==> src/rtl/mbs_pkg.sv <==
// Shared constants and state types for the UART-controlled I/Q DAC driver.
// Covers register map, protocol bytes, CTRL bit positions and FSM encodings.
package mbs_pkg;

  localparam logic [3:0] ADDR_CTRL = 4'h0;
  localparam logic [3:0] ADDR_I    = 4'h1;
  localparam logic [3:0] ADDR_Q    = 4'h2;
  localparam logic [3:0] ADDR_DIV  = 4'h3;
  localparam logic [3:0] ADDR_STEP = 4'h4;
  localparam logic [3:0] ADDR_ID   = 4'hF;

  localparam logic [7:0] BYTE_ACK = 8'h06;
  localparam logic [7:0] BYTE_NAK = 8'h15;

  localparam int CTRL_PWRDN  = 0;
  localparam int CTRL_OPENI  = 1;
  localparam int CTRL_OPENQ  = 2;
  localparam int CTRL_FORMAT = 3;
  localparam int CTRL_PINMD  = 4;
  localparam int CTRL_CLKMD  = 5;
  localparam int CTRL_RUN    = 6;
  localparam int CTRL_RAMP   = 7;

  localparam logic [15:0] ID_VALUE   = 16'hDAC1;
  localparam logic [15:0] CTRL_RESET = 16'h0001;
  localparam logic [15:0] DIV_RESET  = 16'd3;

  typedef enum logic [1:0] {P_IDLE, P_DHI, P_DLO, P_EXEC} parse_state_t;
  typedef enum logic [1:0] {R_IDLE, R_START, R_DATA, R_STOP} rx_state_t;
  typedef enum logic [0:0] {T_IDLE, T_SEND} tx_state_t;

  // Format=1 flips the MSB: offset-binary to two's complement.
  function automatic logic [9:0] dac_code(input logic [9:0] s, input logic fmt);
    return fmt ? (s ^ 10'h200) : s;
  endfunction

endpackage

==> src/rtl/mbs_uart.sv <==
// 8N1 UART: rx with 2-FF sync and mid-bit sampling, tx with single-byte valid/ready accept.
// rx_vld/rx_ferr pulse one cycle after the stop-bit sample; tx_rdy is high only while idle.
module mbs_uart
  import mbs_pkg::*;
#(
  parameter int BIT_CYC = 434
) (
  input  logic       clk,
  input  logic       rst,
  input  logic       rx,
  output logic       tx,
  output logic       rx_vld,
  output logic [7:0] rx_dat,
  output logic       rx_ferr,
  input  logic       tx_vld,
  input  logic [7:0] tx_dat,
  output logic       tx_rdy
);

  localparam int CW = $clog2(BIT_CYC + 1);
  localparam logic [CW-1:0] HALF = CW'(BIT_CYC / 2 - 1);
  localparam logic [CW-1:0] FULL = CW'(BIT_CYC - 1);

  logic [1:0]    rx_sync;
  logic          rx_prev;
  logic          rx_s;
  rx_state_t     rx_st, rx_nxt;
  logic [CW-1:0] rx_tmr;
  logic [2:0]    rx_bit;
  logic [7:0]    rx_sh;

  assign rx_s   = rx_sync[1];
  assign rx_dat = rx_sh;

  always_comb begin
    rx_nxt = rx_st;
    case (rx_st)
      R_IDLE:  if (rx_prev && !rx_s) rx_nxt = R_START;
      R_START: if (rx_tmr == HALF) rx_nxt = rx_s ? R_IDLE : R_DATA;
      R_DATA:  if (rx_tmr == FULL && rx_bit == 3'd7) rx_nxt = R_STOP;
      R_STOP:  if (rx_tmr == FULL) rx_nxt = R_IDLE;
      default: rx_nxt = R_IDLE;
    endcase
  end

  always_ff @(posedge clk or posedge rst) begin
    if (rst) begin
      rx_sync <= 2'b11;
      rx_prev <= 1'b1;
      rx_st   <= R_IDLE;
      rx_tmr  <= '0;
      rx_bit  <= '0;
      rx_sh   <= '0;
      rx_vld  <= 1'b0;
      rx_ferr <= 1'b0;
    end else begin
      rx_sync <= {rx_sync[0], rx};
      rx_prev <= rx_s;
      rx_st   <= rx_nxt;
      rx_vld  <= 1'b0;
      rx_ferr <= 1'b0;
      case (rx_st)
        R_IDLE: begin
          rx_tmr <= '0;
          rx_bit <= '0;
        end
        R_START: rx_tmr <= (rx_tmr == HALF) ? '0 : rx_tmr + 1'b1;
        R_DATA: begin
          if (rx_tmr == FULL) begin
            rx_tmr <= '0;
            rx_bit <= rx_bit + 1'b1;
            rx_sh  <= {rx_s, rx_sh[7:1]};
          end else begin
            rx_tmr <= rx_tmr + 1'b1;
          end
        end
        R_STOP: begin
          if (rx_tmr == FULL) begin
            rx_tmr  <= '0;
            rx_vld  <= rx_s;
            rx_ferr <= !rx_s;
          end else begin
            rx_tmr <= rx_tmr + 1'b1;
          end
        end
        default: rx_tmr <= '0;
      endcase
    end
  end

  tx_state_t     tx_st, tx_nxt;
  logic [9:0]    tx_sh;
  logic [CW-1:0] tx_tmr;
  logic [3:0]    tx_cnt;

  // The shifter idles at all-ones so the line rests high.
  assign tx     = tx_sh[0];
  assign tx_rdy = (tx_st == T_IDLE);

  always_comb begin
    tx_nxt = tx_st;
    case (tx_st)
      T_IDLE:  if (tx_vld) tx_nxt = T_SEND;
      T_SEND:  if (tx_tmr == FULL && tx_cnt == 4'd9) tx_nxt = T_IDLE;
      default: tx_nxt = T_IDLE;
    endcase
  end

  always_ff @(posedge clk or posedge rst) begin
    if (rst) begin
      tx_st  <= T_IDLE;
      tx_sh  <= '1;
      tx_tmr <= '0;
      tx_cnt <= '0;
    end else begin
      tx_st <= tx_nxt;
      if (tx_st == T_IDLE) begin
        tx_tmr <= '0;
        tx_cnt <= '0;
        if (tx_vld) tx_sh <= {1'b1, tx_dat, 1'b0};
      end else if (tx_tmr == FULL) begin
        tx_tmr <= '0;
        tx_cnt <= tx_cnt + 1'b1;
        tx_sh  <= {1'b1, tx_sh[9:1]};
      end else begin
        tx_tmr <= tx_tmr + 1'b1;
      end
    end
  end

endmodule

==> src/rtl/microblaze_subsys.sv <==
// UART register interface driving a dual-channel I/Q 10-bit DAC; ramp generator under `DAC_RAMP_GEN_EN.
// Responses sit in a 2-byte holding buffer ahead of TX; overflow bytes are dropped, RX is never stalled.
module microblaze_subsys
  import mbs_pkg::*;
#(
  parameter int CLK_HZ   = 50_000_000,
  parameter int BAUD     = 115200,
  parameter int TMO_BITS = 256
) (
  input  logic       fpga_0_clk_1_sys_clk_pin,
  input  logic       fpga_0_rst_1_sys_rst_pin,
  input  logic       fpga_0_RS232_RX_pin,
  output logic       fpga_0_RS232_TX_pin,
  output logic [0:9] plb_dac_0_S_Data_pin,
  output logic       plb_dac_0_S_DCLKIO_pin,
  output logic       plb_dac_0_S_Clkout_pin,
  output logic       plb_dac_0_S_PinMD_pin,
  output logic       plb_dac_0_S_ClkMD_pin,
  output logic       plb_dac_0_S_Format_pin,
  output logic       plb_dac_0_S_PWRDN_pin,
  output logic       plb_dac_0_S_OpEnI_pin,
  output logic       plb_dac_0_S_OpEnQ_pin
);

  localparam int BIT_CYC = CLK_HZ / BAUD;
  localparam int TMO_CYC = TMO_BITS * BIT_CYC;
`ifdef DAC_RAMP_GEN_EN
  localparam int CTRL_W = 8;
`else
  localparam int CTRL_W = 7;
`endif

  logic clk, rst;
  assign clk = fpga_0_clk_1_sys_clk_pin;
  assign rst = fpga_0_rst_1_sys_rst_pin;

  logic       rx_vld, rx_ferr, tx_vld, tx_rdy;
  logic [7:0] rx_dat, tx_dat;

  mbs_uart #(.BIT_CYC(BIT_CYC)) u_uart (
    .clk     (clk),
    .rst     (rst),
    .rx      (fpga_0_RS232_RX_pin),
    .tx      (fpga_0_RS232_TX_pin),
    .rx_vld  (rx_vld),
    .rx_dat  (rx_dat),
    .rx_ferr (rx_ferr),
    .tx_vld  (tx_vld),
    .tx_dat  (tx_dat),
    .tx_rdy  (tx_rdy)
  );

  logic [CTRL_W-1:0] ctrl_q;
  logic [9:0]        i_q, q_q;
  logic [15:0]       div_q;
`ifdef DAC_RAMP_GEN_EN
  logic [9:0]        step_q;
`endif

  parse_state_t p_st, p_nxt;
  logic [3:0]   addr_q;
  logic [7:0]   dhi_q, dlo_q;
  logic [31:0]  tmo_cnt;
  logic         tmo;
  logic [15:0]  wr_dat;
  logic         wr_en, wr_ok, rd_ok;
  logic [15:0]  rd_val;
  logic [1:0]   resp_n;
  logic [7:0]   resp_b0, resp_b1;

  assign wr_dat = {dhi_q, dlo_q};
  assign tmo    = (tmo_cnt == 32'(TMO_CYC - 1));

  // Reads are answered in IDLE, so the mux decodes the command byte as it arrives.
  always_comb begin
    rd_ok  = 1'b1;
    rd_val = '0;
    case (rx_dat[3:0])
      ADDR_CTRL: rd_val = 16'(ctrl_q);
      ADDR_I:    rd_val = 16'(i_q);
      ADDR_Q:    rd_val = 16'(q_q);
      ADDR_DIV:  rd_val = div_q;
`ifdef DAC_RAMP_GEN_EN
      ADDR_STEP: rd_val = 16'(step_q);
`endif
      ADDR_ID:   rd_val = ID_VALUE;
      default:   rd_ok  = 1'b0;
    endcase
  end

  always_comb begin
    case (addr_q)
      ADDR_CTRL, ADDR_I, ADDR_Q, ADDR_DIV: wr_ok = 1'b1;
`ifdef DAC_RAMP_GEN_EN
      ADDR_STEP: wr_ok = 1'b1;
`endif
      default: wr_ok = 1'b0;
    endcase
  end

  always_comb begin
    p_nxt   = p_st;
    resp_n  = 2'd0;
    resp_b0 = BYTE_NAK;
    resp_b1 = 8'h00;
    wr_en   = 1'b0;
    if (rx_ferr) begin
      p_nxt = P_IDLE;
    end else begin
      case (p_st)
        P_IDLE: begin
          if (rx_vld) begin
            if (rx_dat[6:4] != 3'b000) begin
              resp_n = 2'd1;
            end else if (rx_dat[7]) begin
              if (rd_ok) begin
                resp_n  = 2'd2;
                resp_b0 = rd_val[15:8];
                resp_b1 = rd_val[7:0];
              end else begin
                resp_n = 2'd1;
              end
            end else begin
              p_nxt = P_DHI;
            end
          end
        end
        P_DHI: begin
          if (rx_vld)   p_nxt = P_DLO;
          else if (tmo) p_nxt = P_IDLE;
        end
        P_DLO: begin
          if (rx_vld)   p_nxt = P_EXEC;
          else if (tmo) p_nxt = P_IDLE;
        end
        P_EXEC: begin
          p_nxt  = P_IDLE;
          resp_n = 2'd1;
          if (wr_ok) begin
            wr_en   = 1'b1;
            resp_b0 = BYTE_ACK;
          end
        end
        default: p_nxt = P_IDLE;
      endcase
    end
  end

  always_ff @(posedge clk or posedge rst) begin
    if (rst) begin
      p_st    <= P_IDLE;
      addr_q  <= '0;
      dhi_q   <= '0;
      dlo_q   <= '0;
      tmo_cnt <= '0;
    end else begin
      p_st <= p_nxt;
      if (rx_vld && p_st == P_IDLE) addr_q <= rx_dat[3:0];
      if (rx_vld && p_st == P_DHI)  dhi_q  <= rx_dat;
      if (rx_vld && p_st == P_DLO)  dlo_q  <= rx_dat;
      tmo_cnt <= (rx_vld || p_st == P_IDLE) ? '0 : tmo_cnt + 1'b1;
    end
  end

  logic [7:0] rb0_q, rb1_q, rb0_n, rb1_n;
  logic [1:0] rb_cnt, rb_cnt_n;

  assign tx_vld = (rb_cnt != 2'd0);
  assign tx_dat = rb0_q;

  // Pop first so a byte leaving for TX frees a slot for a same-cycle response.
  always_comb begin
    rb0_n    = rb0_q;
    rb1_n    = rb1_q;
    rb_cnt_n = rb_cnt;
    if (tx_vld && tx_rdy) begin
      rb0_n    = rb1_q;
      rb_cnt_n = rb_cnt - 2'd1;
    end
    if (resp_n != 2'd0 && rb_cnt_n < 2'd2) begin
      if (rb_cnt_n == 2'd0) rb0_n = resp_b0;
      else                  rb1_n = resp_b0;
      rb_cnt_n = rb_cnt_n + 2'd1;
    end
    if (resp_n == 2'd2 && rb_cnt_n < 2'd2) begin
      rb1_n    = resp_b1;
      rb_cnt_n = rb_cnt_n + 2'd1;
    end
  end

  always_ff @(posedge clk or posedge rst) begin
    if (rst) begin
      rb0_q  <= '0;
      rb1_q  <= '0;
      rb_cnt <= '0;
    end else begin
      rb0_q  <= rb0_n;
      rb1_q  <= rb1_n;
      rb_cnt <= rb_cnt_n;
    end
  end

  logic [15:0] div_cnt;
  logic        dclk_q, tick;
  logic [9:0]  data_q;

  assign tick = ctrl_q[CTRL_RUN] && (div_cnt >= div_q);

  always_ff @(posedge clk or posedge rst) begin
    if (rst) begin
      ctrl_q <= CTRL_RESET[CTRL_W-1:0];
      i_q    <= '0;
      q_q    <= '0;
      div_q  <= DIV_RESET;
`ifdef DAC_RAMP_GEN_EN
      step_q <= '0;
`endif
    end else begin
`ifdef DAC_RAMP_GEN_EN
      if (tick && !dclk_q && ctrl_q[CTRL_RAMP]) begin
        i_q <= i_q + step_q;
        q_q <= q_q - step_q;
      end
`endif
      // Host writes override a same-cycle ramp update.
      if (wr_en) begin
        case (addr_q)
          ADDR_CTRL: ctrl_q <= wr_dat[CTRL_W-1:0];
          ADDR_I:    i_q    <= wr_dat[9:0];
          ADDR_Q:    q_q    <= wr_dat[9:0];
          ADDR_DIV:  div_q  <= wr_dat;
`ifdef DAC_RAMP_GEN_EN
          ADDR_STEP: step_q <= wr_dat[9:0];
`endif
          default: ;
        endcase
      end
    end
  end

  always_ff @(posedge clk or posedge rst) begin
    if (rst) begin
      div_cnt <= '0;
      dclk_q  <= 1'b0;
      data_q  <= '0;
    end else if (!ctrl_q[CTRL_RUN]) begin
      div_cnt <= '0;
      dclk_q  <= 1'b0;
    end else if (tick) begin
      div_cnt <= '0;
      dclk_q  <= !dclk_q;
      data_q  <= dclk_q ? dac_code(i_q, ctrl_q[CTRL_FORMAT])
                        : dac_code(q_q, ctrl_q[CTRL_FORMAT]);
    end else begin
      div_cnt <= div_cnt + 1'b1;
    end
  end

  logic pwrdn_q, openi_q, openq_q, format_q, pinmd_q, clkmd_q;

  always_ff @(posedge clk or posedge rst) begin
    if (rst) begin
      pwrdn_q  <= 1'b1;
      openi_q  <= 1'b0;
      openq_q  <= 1'b0;
      format_q <= 1'b0;
      pinmd_q  <= 1'b0;
      clkmd_q  <= 1'b0;
    end else begin
      pwrdn_q  <= ctrl_q[CTRL_PWRDN];
      openi_q  <= ctrl_q[CTRL_OPENI];
      openq_q  <= ctrl_q[CTRL_OPENQ];
      format_q <= ctrl_q[CTRL_FORMAT];
      pinmd_q  <= ctrl_q[CTRL_PINMD];
      clkmd_q  <= ctrl_q[CTRL_CLKMD];
    end
  end

  assign plb_dac_0_S_Data_pin   = data_q;
  assign plb_dac_0_S_DCLKIO_pin = dclk_q;
  assign plb_dac_0_S_Clkout_pin = dclk_q;
  assign plb_dac_0_S_PWRDN_pin  = pwrdn_q;
  assign plb_dac_0_S_OpEnI_pin  = openi_q;
  assign plb_dac_0_S_OpEnQ_pin  = openq_q;
  assign plb_dac_0_S_Format_pin = format_q;
  assign plb_dac_0_S_PinMD_pin  = pinmd_q;
  assign plb_dac_0_S_ClkMD_pin  = clkmd_q;

endmodule

==> config.mk <==
export PLATFORM = sky130hd
export DESIGN_NAME = microblaze_subsys
export DESIGN_NICKNAME = d
export VERILOG_FILES = /design/src/rtl/mbs_pkg.sv /design/src/rtl/mbs_uart.sv /design/src/rtl/microblaze_subsys.sv
export SDC_FILE = /design/constraint.sdc
export NUM_CORES = 1
export LEC_CHECK = 0
export CORE_MARGIN = 5
export CORE_UTILIZATION = 47
export DETAILED_ROUTE_END_ITERATION = 8
export PLACE_DENSITY = 0.64
export SETUP_SLACK_MARGIN = 0.3
export SYNTH_ARGS = -nofsm -noshare
export SYNTH_HDL_FRONTEND = slang
export SYNTH_SLANG_ARGS = --single-unit
==> constraint.sdc <==
create_clock -name fpga_0_clk_1_sys_clk_pin -period 6.8 [get_ports fpga_0_clk_1_sys_clk_pin]
set_clock_uncertainty 0.05 [all_clocks]
set_input_delay 1.7 -clock fpga_0_clk_1_sys_clk_pin [delete_from_list [all_inputs] [get_ports fpga_0_clk_1_sys_clk_pin]]
set_output_delay 1.7 -clock fpga_0_clk_1_sys_clk_pin [all_outputs]
set_load 0.1 [all_outputs]
==> results of run 1 <==
path summary, 6_finish.rpt:
path	from	endpoint
max	plb_dac_0_S_Clkout_pin$_DFFE_PP0P_	plb_dac_0_S_Clkout_pin
max in group asynchronous	fpga_0_rst_1_sys_rst_pin	tmo_cnt[2]$_DFF_PP0_
min reg2reg	u_uart.rx_sync[0]$_DFF_PP1_	u_uart.rx_sync[1]$_DFF_PP1_
max reg2reg	u_uart.tx_st$_DFF_PP0_	rb1_q[6]$_DFFE_PP0P_
min	u_uart.rx_sync[0]$_DFF_PP1_	u_uart.rx_sync[1]$_DFF_PP1_
min in group asynchronous	fpga_0_rst_1_sys_rst_pin	tmo_cnt[21]$_DFF_PP0_
worst reg2reg max path, stage by stage, from the launching register on:
cell and delay [ps]:
dfrtp_1 630, or2_2 520, a21oi_1 450, ha_1 340, or4_4 560, nor3b_4 380
mux2_2 380, mux2_1 270
area by class of cell:
| type | instances | area, um2 |
|---|---|---|
| well taps | 270 | 338 |
| clock buffers | 18 | 429 |
| fillers | 1824 | 9540 |
| inverters | 46 | 176 |
| repair buffers | 23 | 238 |
| flip-flops and latches | 198 | 4970 |
| multi-input cells | 590 | 4420 |
| clock inverters | 14 | 188 |
metal layers:
| layer | global-route usage, % | routed length (um) |
|---|---|---|
| met1 | 25.0 | 9550 |
| met2 | 26.3 | 8730 |
| met3 | 3.29 | 654 |
| met4 | 3.49 | 194 |
| met5 | 0 | 0 |
layout by cell type (no fill, tap or decap), types with 4 or more instances in the layout:
cell and n:
dfrtp_1 182, mux2_2 104, nor2_1 72, nand2_1 61
inv_1 44, xnor2_1 34, ha_1 33, nor3_1 31
o21ai_0 30, xor2_1 28, nand3_1 27, clkdlybuf4s50_1 21
a21oi_1 19, clkbuf_16 17, mux2i_1 16, nand4_1 16
dfstp_2 16, nor4_1 13, and3_1 8, and2_1 7
or4_1 6, and4_1 5, or3_1 5, mux4_2 5
o22ai_1 5, nor2b_1 4, or2_2 4, a211oi_1 4
a22oi_1 4, inv_8 4
stage by stage:
step	instances	util (%)	area [um2]
3_5_place_dp	1127	50.0	10100
5_1_grt	1159	53.0	10800
6_report	1159	53.0	10800
2_1_floorplan	868	-	9700
4_1_cts	1159	53.0	10800
3_3_place_gp	1127	50.0	10100
kinds of logic (layout without fill, tap and decap cells):
family | Yosys count | after routing | share of synthesized area, %
mux | 127 | 127 | 15.1
compound gates | 88 | 88 | 5.79
simple gates | 280 | 280 | 14.8
buf+inv | 80 | 101 | 3.16
flops | 198 | 198 | 51.3
xor+xnor | 62 | 62 | 5.60
fa+ha+maj | 33 | 33 | 4.26
flip-flops by register name, indices dropped and copies added, names as in the netlist, 2 cells and up, named ones only:
register and flops:
addr_q 4, ctrl_q 7, dhi_q 8, div_cnt 16
div_q 16, dlo_q 8, i_q 10, p_st 2
plb_dac_0_S_Data_pin 10, q_q 10, rb0_q 8, rb1_q 8
rb_cnt 2, tmo_cnt 32, u_uart.rx_bit 3, u_uart.rx_dat 8
u_uart.rx_sync 2, u_uart.rx_tmr 9, u_uart.tx_cnt 4, u_uart.tx_sh 9
u_uart.tx_tmr 9
power groups by stage:
| stage | clock network, mW | logic, mW | registers [mW] |
|---|---|---|---|
| after floorplan | 0 | 0.0793 | 1.24 |
| after global placement | 0 | 0.0905 | 1.25 |
| after detailed placement | 0 | 0.0914 | 1.25 |
| after CTS | 1.08 | 0.0920 | 1.23 |
| after global routing | 1.13 | 0.105 | 1.23 |
| final | 1.05 | 0.0891 | 1.23 |
==> metrics, run 1 <==
status=complete, no violations; port bufs=21; top cells by count, synth=182 x dfrtp_1, 104 x mux2_2, 72 x nor2_1; routed length per instance=about 16 um; min Tclk post-route=4210 ps; part of the power in the clock network=44.5%; FP Rows=52; layout cell share with drive strength beyond 1=between 15 and 20%; Synth Register Bits=198; Final #Nets=912; first-pass GRT wire length=around 33,000 um; slew margin rel.=17.9%; Tcrit/Tclk final=61.8%; Yosys top cell by area=dfrtp_1; total number of vias=6,261; sequential-to-total area share from yosys stat=51.3%; Yosys cell types=67; Comb pwr share=3.8%; drt via density=5.40; remaining global-route overflow=0; drt drc=0; Crit Path Category=flop to output pin; Antenna Cells=0; worst reg2reg path depth=7; syn_area_per_cell=11.2 um2; vias in the first global route=6,280; CTS tree=done; number of synthesized flops with an enable pin=0; HP Class=flop to flop; core area=20,300 um2; R2R Setup Slk=3090 ps; H-tree depth=4; register share of total power=51.8%; clock sink count=198; overall routed net length=19,100 um; post-synth top area share=47.0%; gr usage total=16.9%; clock transition at the registers of the reported paths=~80 ps; total stage count of the critical path=1; Setup TNS=0 ps; CTS max path bufs=2; Final setup viols=0; hold slack final=approximately 310 ps; initial antenna violation count=0; Initial Utilization=47.8%; IO Pins=22; clock root buffer=clkbuf_16; 1st-iter DRT viols=around 350; startpoint types=flop; leak pwr=between 4 and 5 nW; actual slew at the worst max-slew pin=1230 ps; TritonRoute pass-1 iters=6; Post-Syn Instances=868; Design Power=2.37 mW; Hold-fix buffers, CTS=0; pin count of the biggest net entering global routing=a little under 200; syn_nets=roughly 900; CTS Buf Count=17; RSZ-0062 raised after global routing=no; latest clock arrival within the worst-skew pair=440 ps; pwr dens=220 nW/um2; synthesized area=9700 um2; pre-CTS setup slack=around 3000 ps; synth warn=0; max incr delay on CP=1260 ps; Die Width=between 150 and 200 um; Hold Crit Depth=0; Post-CTS Setup Bufs=0; PostCTS Resize Cnt=0; Crit-path slowest cell=clkdlybuf4s50_1; crit path cell chain=clkdlybuf4s50_1; area grow syn2layout=11.0%; CP top delay family=buffers and inverters; post-DP HPWL=~13,000 um; switching portion of total power=24.5%; Primary FF master, synth=dfrtp_1; VDD IR max=between 150 and 200 uV; max-slew violations=0; maxcap violations=0; most frequent cell after synthesis=dfrtp_1; Int Pwr=1.79 mW; Critical Path AT=2460 ps; DRT antenna net count=0; Synth async-reset ratio=100%; Setup crit end kind=output pin; WP data required=5050 ps; placer congestion estimate=0.794; final hold vios=0; Chip Height=around 150 um; slack of the critical path=2590 ps; buffers plus inverters on the worst setup path=1; switching pwr=0.581 mW; fmax=238 MHz; Crit Path Max Fanout=14; Die ar.=23,600 um2; ranking of synthesized cells by area=dfrtp_1 47%, mux2_2 12%, dfstp_2 4.3%
Power figures use the tool's default switching activity.
==> run 2, diff against run 1 <==
- PLACE_DENSITY: 0.64 -> 0.61
- clock period: 6.8 -> 4.37 ns (I/O delays scaled with it)
==> run 2 against run 1 <==
Effect of this change:
- final area grew 0.17%
- critical path depth grew 8
- clock power grew 53%
- via count grew 0.77%
- register-to-register slack lost 2300 ps
- critical endpoint is now rb1_q[6]$_DFFE_PP0P_
==> metrics, run 2 (synthesized netlist as in run 1, its figures left out) <==
post-DP HPWL=12,800 um (+1.1%); most frequent cells in the layout=182 x dfrtp_1, 104 x mux2_2, 72 x nor2_1; Initial Utilization=47.8% (unchanged); Int Pwr=2.74 mW (+53%); M1 WL=9710 um (+1.8%); RSZ-0062 raised after global routing=no; startpoint types=flop; commonest non-fill, non-tap cell in the layout=dfrtp_1; gr usage total=17.0% (+0.086 points); placed inst area=10,200 um2 (+0.25%); Die ar.=23,600 um2 (unchanged); total stage count of the critical path=9 (+8); clock sink count=198 (unchanged); routed length per instance=16.6 um (+0.54%); Critical Path AT=3870 ps (+1410 ps); VDD IR max=219 uV (+42%); Final #Nets=916 (+0.44%); clock root buffer=clkbuf_16; Die Width=154 um (unchanged); CTS Buf Count=17 (unchanged); Reg area=4970 um2 (unchanged); design area=10,800 um2 (+0.17%); 1st-iter DRT viols=328 (-5.5%); met2 wire len=8950 um (+2.6%); placer congestion estimate=0.805 (+1.4%); Tcrit/Tclk final=82.3%; Placed Cells incl. Taps=1,131 (+0.35%); min Tclk post-route=3600 ps; worst reg2reg path depth=9 (+2); switching pwr=0.919 mW (+58%); max-slew violations=0 (unchanged); hold slack final=309 ps (-2.16 ps); Crit-path slowest cell=or4_4; CP top delay family=simple AND/OR/NAND/NOR gates; Finished Layout Cells=1,163 (+0.35%); CTS max path bufs=2 (unchanged); TritonRoute pass-1 iters=5 (-1); final hold vios=0 (unchanged); DRT antenna net count=0 (unchanged); H-tree depth=4 (unchanged); drt drc=0 (unchanged); FP Rows=52 (unchanged); PostCTS Resize Cnt=0 (unchanged); Crit Path Category=flop to flop; Biggest register=tmo_cnt; Antenna Cells=0 (unchanged); Post-CTS Setup Bufs=0 (unchanged); area grow syn2layout=11.1%; part of the power in the clock network=44.0% (-0.5 points); slew margin rel.=21.9% (+4.0 points); Largest register FFs=32 (unchanged); latest clock arrival within the worst-skew pair=440 ps (about the same); CP most frequent cell=ha_1; Hold-fix buffers, CTS=0 (unchanged); Comb pwr share=3.8% (about the same); Crit Path Max Fanout=10 (-4); IO Pins=22 (unchanged); Util after Layout=53.1% (+0.092 points); Largest regs=tmo_cnt (32), div_cnt (16), div_q (16); max incr delay on CP=560 ps (-700 ps); pwr dens=339 nW/um2 (+54%); crit path cell chain=inv_1, ha_1, or2_2, a21oi_1, ha_1, or4_4, nor3b_4, mux2_2, mux2_1; area of the multi-input gates=4420 um2 (unchanged); drt via density=5.42 (+0.42%); pin count of the biggest net entering global routing=199 (unchanged); overall routed net length=19,300 um (+0.88%); DR top layer=met4; Setup crit end kind=flop; clock transition at the registers of the reported paths=80 ps (about the same); actual slew at the worst max-slew pin=1170 ps (-59.9 ps); WP data required=4640 ps (-410 ps); HP Class=flop to flop; switching portion of total power=25.1% (+0.62 points); total number of vias=6,309 (+0.77%); remaining global-route overflow=0 (unchanged); initial antenna violation count=0 (unchanged); Hold Crit Depth=0 (unchanged); maxcap violations=0 (unchanged); first-pass GRT wire length=33,100 um (+0.44%); DR WL met3=445 um (-32%); Final setup viols=0 (unchanged); buffers plus inverters on the worst setup path=1 (unchanged); status=complete, no violations; Chip Height=154 um (unchanged); core area=20,300 um2 (unchanged); vias in the first global route=6,183 (-1.5%); Setup TNS=0 ps (unchanged); register share of total power=52.2% (+0.4 points); port bufs=21 (unchanged); layout cell share with drive strength beyond 1=20.0% (+0.58 points); filler cell count in the final layout=1,822 (-0.11%); leak pwr=4.75 nW (+0.60%); fmax=between 200 and 300 MHz; CTS tree=done
-- run 2: cell types whose count changed in the layout (fill, tap and decap cells not counted), sizes merged --
cell           change
clkinvlp           -2
clkinv             +2
inv                +1
clkdlybuf4s50      -2
bufinv             -1
buf                +6
-- run 2: area by class of cell --
cell class / count / area share, %
clock inverter: 14 / 1.68
inverter: 46 / 1.64
multi-input combinational: 590 / 41.0
tap: 270 / 3.13
sequential: 198 / 46.2
clock buffer: 18 / 3.98
timing repair buffer: 27 / 2.44
-- run 2: worst register-to-register path, stage by stage, from the launching register on --
cell and delay, ps:
dfrtp_1 370, inv_1 50, ha_1 210, or2_2 390
a21oi_1 440, ha_1 340, or4_4 560, nor3b_4 420
mux2_2 380, mux2_1 280
-- run 2: metrics by stage --
step                      setup slack (ps)  total power, mW
after floorplan                        680             2.05
after global placement                 840             2.09
after detailed placement               792             2.09
after CTS                              787             3.72
after global routing                   607             3.82
final                                  773             3.66
-- run 2: path summary, 6_finish.rpt --
check,from,to,slack [ps]
min in group asynchronous,fpga_0_rst_1_sys_rst_pin,tmo_cnt[23]$_DFF_PP0_,1150
min reg2reg,u_uart.rx_sync[0]$_DFF_PP1_,u_uart.rx_sync[1]$_DFF_PP1_,310
min,u_uart.rx_sync[0]$_DFF_PP1_,u_uart.rx_sync[1]$_DFF_PP1_,310
max,rb_cnt[0]$_DFF_PP0_,rb1_q[6]$_DFFE_PP0P_,770
max reg2reg,rb_cnt[0]$_DFF_PP0_,rb1_q[6]$_DFFE_PP0P_,770
max in group asynchronous,fpga_0_rst_1_sys_rst_pin,tmo_cnt[9]$_DFF_PP0_,2170
-- run 2: routing by layer --
layer / up-vias / track usage (%)
met1: 3144 / 24.9
li1: 3087 / -
met4: 0 / 3.78
met2: 67 / 26.1
met5: - / 0
met3: 11 / 3.82
-- run 2: power by group through the flow --
stage                     registers, mW  logic (mW)  clock network [mW]
after floorplan                    1.92       0.123                   0
after global placement             1.95       0.142                   0
after detailed placement           1.95       0.143                   0
after CTS                          1.91       0.145                1.66
after global routing               1.92       0.165                1.74
final                              1.91       0.139                1.61
==> edit, RTL diff (config.mk and constraints of run 2) <==
One comparison of `tx_cnt` changes from == to >=.
--- a/src/rtl/mbs_uart.sv
+++ b/src/rtl/mbs_uart.sv
@@ -101,7 +101,7 @@
     tx_nxt = tx_st;
     case (tx_st)
       T_IDLE:  if (tx_vld) tx_nxt = T_SEND;
-      T_SEND:  if (tx_tmr == FULL && tx_cnt == 4'd9) tx_nxt = T_IDLE;
+      T_SEND:  if (tx_tmr == FULL && tx_cnt >= 4'd9) tx_nxt = T_IDLE;
       default: tx_nxt = T_IDLE;
     endcase
   end
Formal check against the unedited RTL: same outputs for any inputs over 10 cycles, from zero or initial values and one cycle with fpga_0_rst_1_sys_rst_pin high; that may be too few to reach the edited logic, so the function may still have changed.
==> edit against run 2 <==
  * Setup slack improved by 0.0036 ns
  * Utilization up 0.076 points
  * Final area increased by 0.46%
  * Critical endpoint is now plb_dac_0_S_Clkout_pin
  * Combinational power shrank 11%
  * Routed wire length increased by 2.3%
  * Critical path depth shrank 8
  * Synthesized area rose by 0.97%
  * Power decreased by 1.0%
  * Sequential cell count stayed put
==> edit: results (changes against run 2) <==
[logic_synthesis]
syn-num-nets = 902  ; -0.22%
synth_commonest_cells = 182 x dfrtp_1, 94 x mux2_2, 65 x nor2_1
synth_top_cells_by_area = dfrtp_1 47%, mux2_2 11%, ha_1 4.3%, dfstp_2 4.3%, xor2_1 2.8%
yosysWarnings = 0  ; unchanged
ys_seq_area_frac = 0.508  ; -0.00492
yosysUniqueCellTypes = 76  ; +13%
async_flop_share = 1.00  ; unchanged
synth.avg_cell_area_sq_um = 11.3  ; +1.3%

[timing]
slew_headroom = 0.321  ; +0.102
hold_ws_ns = 0.313  ; +0.00362 ns
setup_viol = 0  ; unchanged
fin_ws_ns = 0.777  ; +0.00365 ns

[critical_path]
cpPeakStageDelay_ns = 1.26  ; +0.70 ns
r2r_cells = 8  ; -1
reg2reg_to = rb1_q[0]
critPathSlowestCell = clkdlybuf4s50_1
worstReg2RegStart = u_uart.tx_st
critPathMaxFanout = 14  ; +4
crit_arrival_ns = 2.45  ; -1.42 ns
cp_top_family = buffers and inverters
worstSetupEndpoint = plb_dac_0_S_Clkout_pin
crit_start = plb_dac_0_S_Clkout_pin
r2r_slack_ns = 1.12  ; +0.35 ns

[power]
seqPwrFrac = 0.519  ; -0.003
pg_seq_mw = 1.88
pwr-share-comb = 0.034  ; -0.004
netSwitchingPower_mw = 0.862  ; -6.2%
p_leak_nw = 4.69  ; -1.1%
ir_drop_v = 0.000228  ; +4.2%

[drt]
dr.pass1.iters = 4  ; -1
vias_per_cell = 5.59  ; +3.0%
detail-route-antenna-nets = 0  ; unchanged
drt-total-wl_microns = 19700  ; +2.3%
routedWlPerCell_microns = 17.0  ; +2.8%
drtIter0Drc = 363  ; +11%

[clocking]
clockRootBuffer = clkbuf_16
post_cts_resized = 0  ; unchanged
htreeDepth = 4  ; unchanged
cts_buffers = 17  ; unchanged
clk_pin_slew_ns = 0.07

[final_layout]
fillers = 1761  ; -3.3%
multiInputGateArea_sq_mm = 0.00448  ; +1.4%
num_antenna_cells = 0  ; unchanged
drive_gt1_frac = 0.197  ; -0.00338
nets = 912  ; -0.44%
top_regs = tmo_cnt: 32 flops, div_cnt: 16 flops, div_q: 16 flops

[placement]
gp_congestion = 0.803  ; -0.31%
portBuffers = 21  ; unchanged
dp_hpwl_microns = 13900  ; +9.2%
dpl.cell_count = 1126  ; -0.44%
place_area_sq_mm = 0.0102  ; +0.52%

[worst_hold_path]
whs_endpoint = u_uart.rx_sync[1]
min-delay-start = u_uart.rx_sync[0]

[global_routing]
grt_pass1_wl_microns = 33700  ; +1.7%
grt_usage = 0.173  ; +0.00302
grt_max_degree = 69  ; -65%
first_global_vias = 6675  ; +8.0%

[run_status]
status = completed

[edit: logic make-up (layout without fill, tap and decap cells)]
logic type,Yosys count,in the layout,synth area share
AO/OA/AOI/OAI,95,95,0.0633
XOR/XNOR,60,60,0.0537
adder cells (fa/ha/maj),34,34,0.0434
buffers and inverters,75,98,0.0346
flip-flops,198,198,0.508
multiplexers,121,121,0.142
AND/OR/NAND/NOR,282,282,0.155
[edit: layer usage]
metal | GRT usage | vias up | routed length (microns)
met2 | 0.283 | 79 | 9630
met1 | 0.238 | 3276 | 9220
li1 | - | 3090 | -
met3 | 0.0282 | 24 | 573
met5 | 0 | - | 0
met4 | 0.0555 | 0 | 313
[edit: layout make-up]
type	count	share of cell area
well taps	270	0.0312
inverters	39	0.0139
repair buffers	27	0.0259
flip-flops and latches	198	0.459
clock inverters	15	0.0169
multi-input cells	592	0.414
clock buffers	17	0.0393
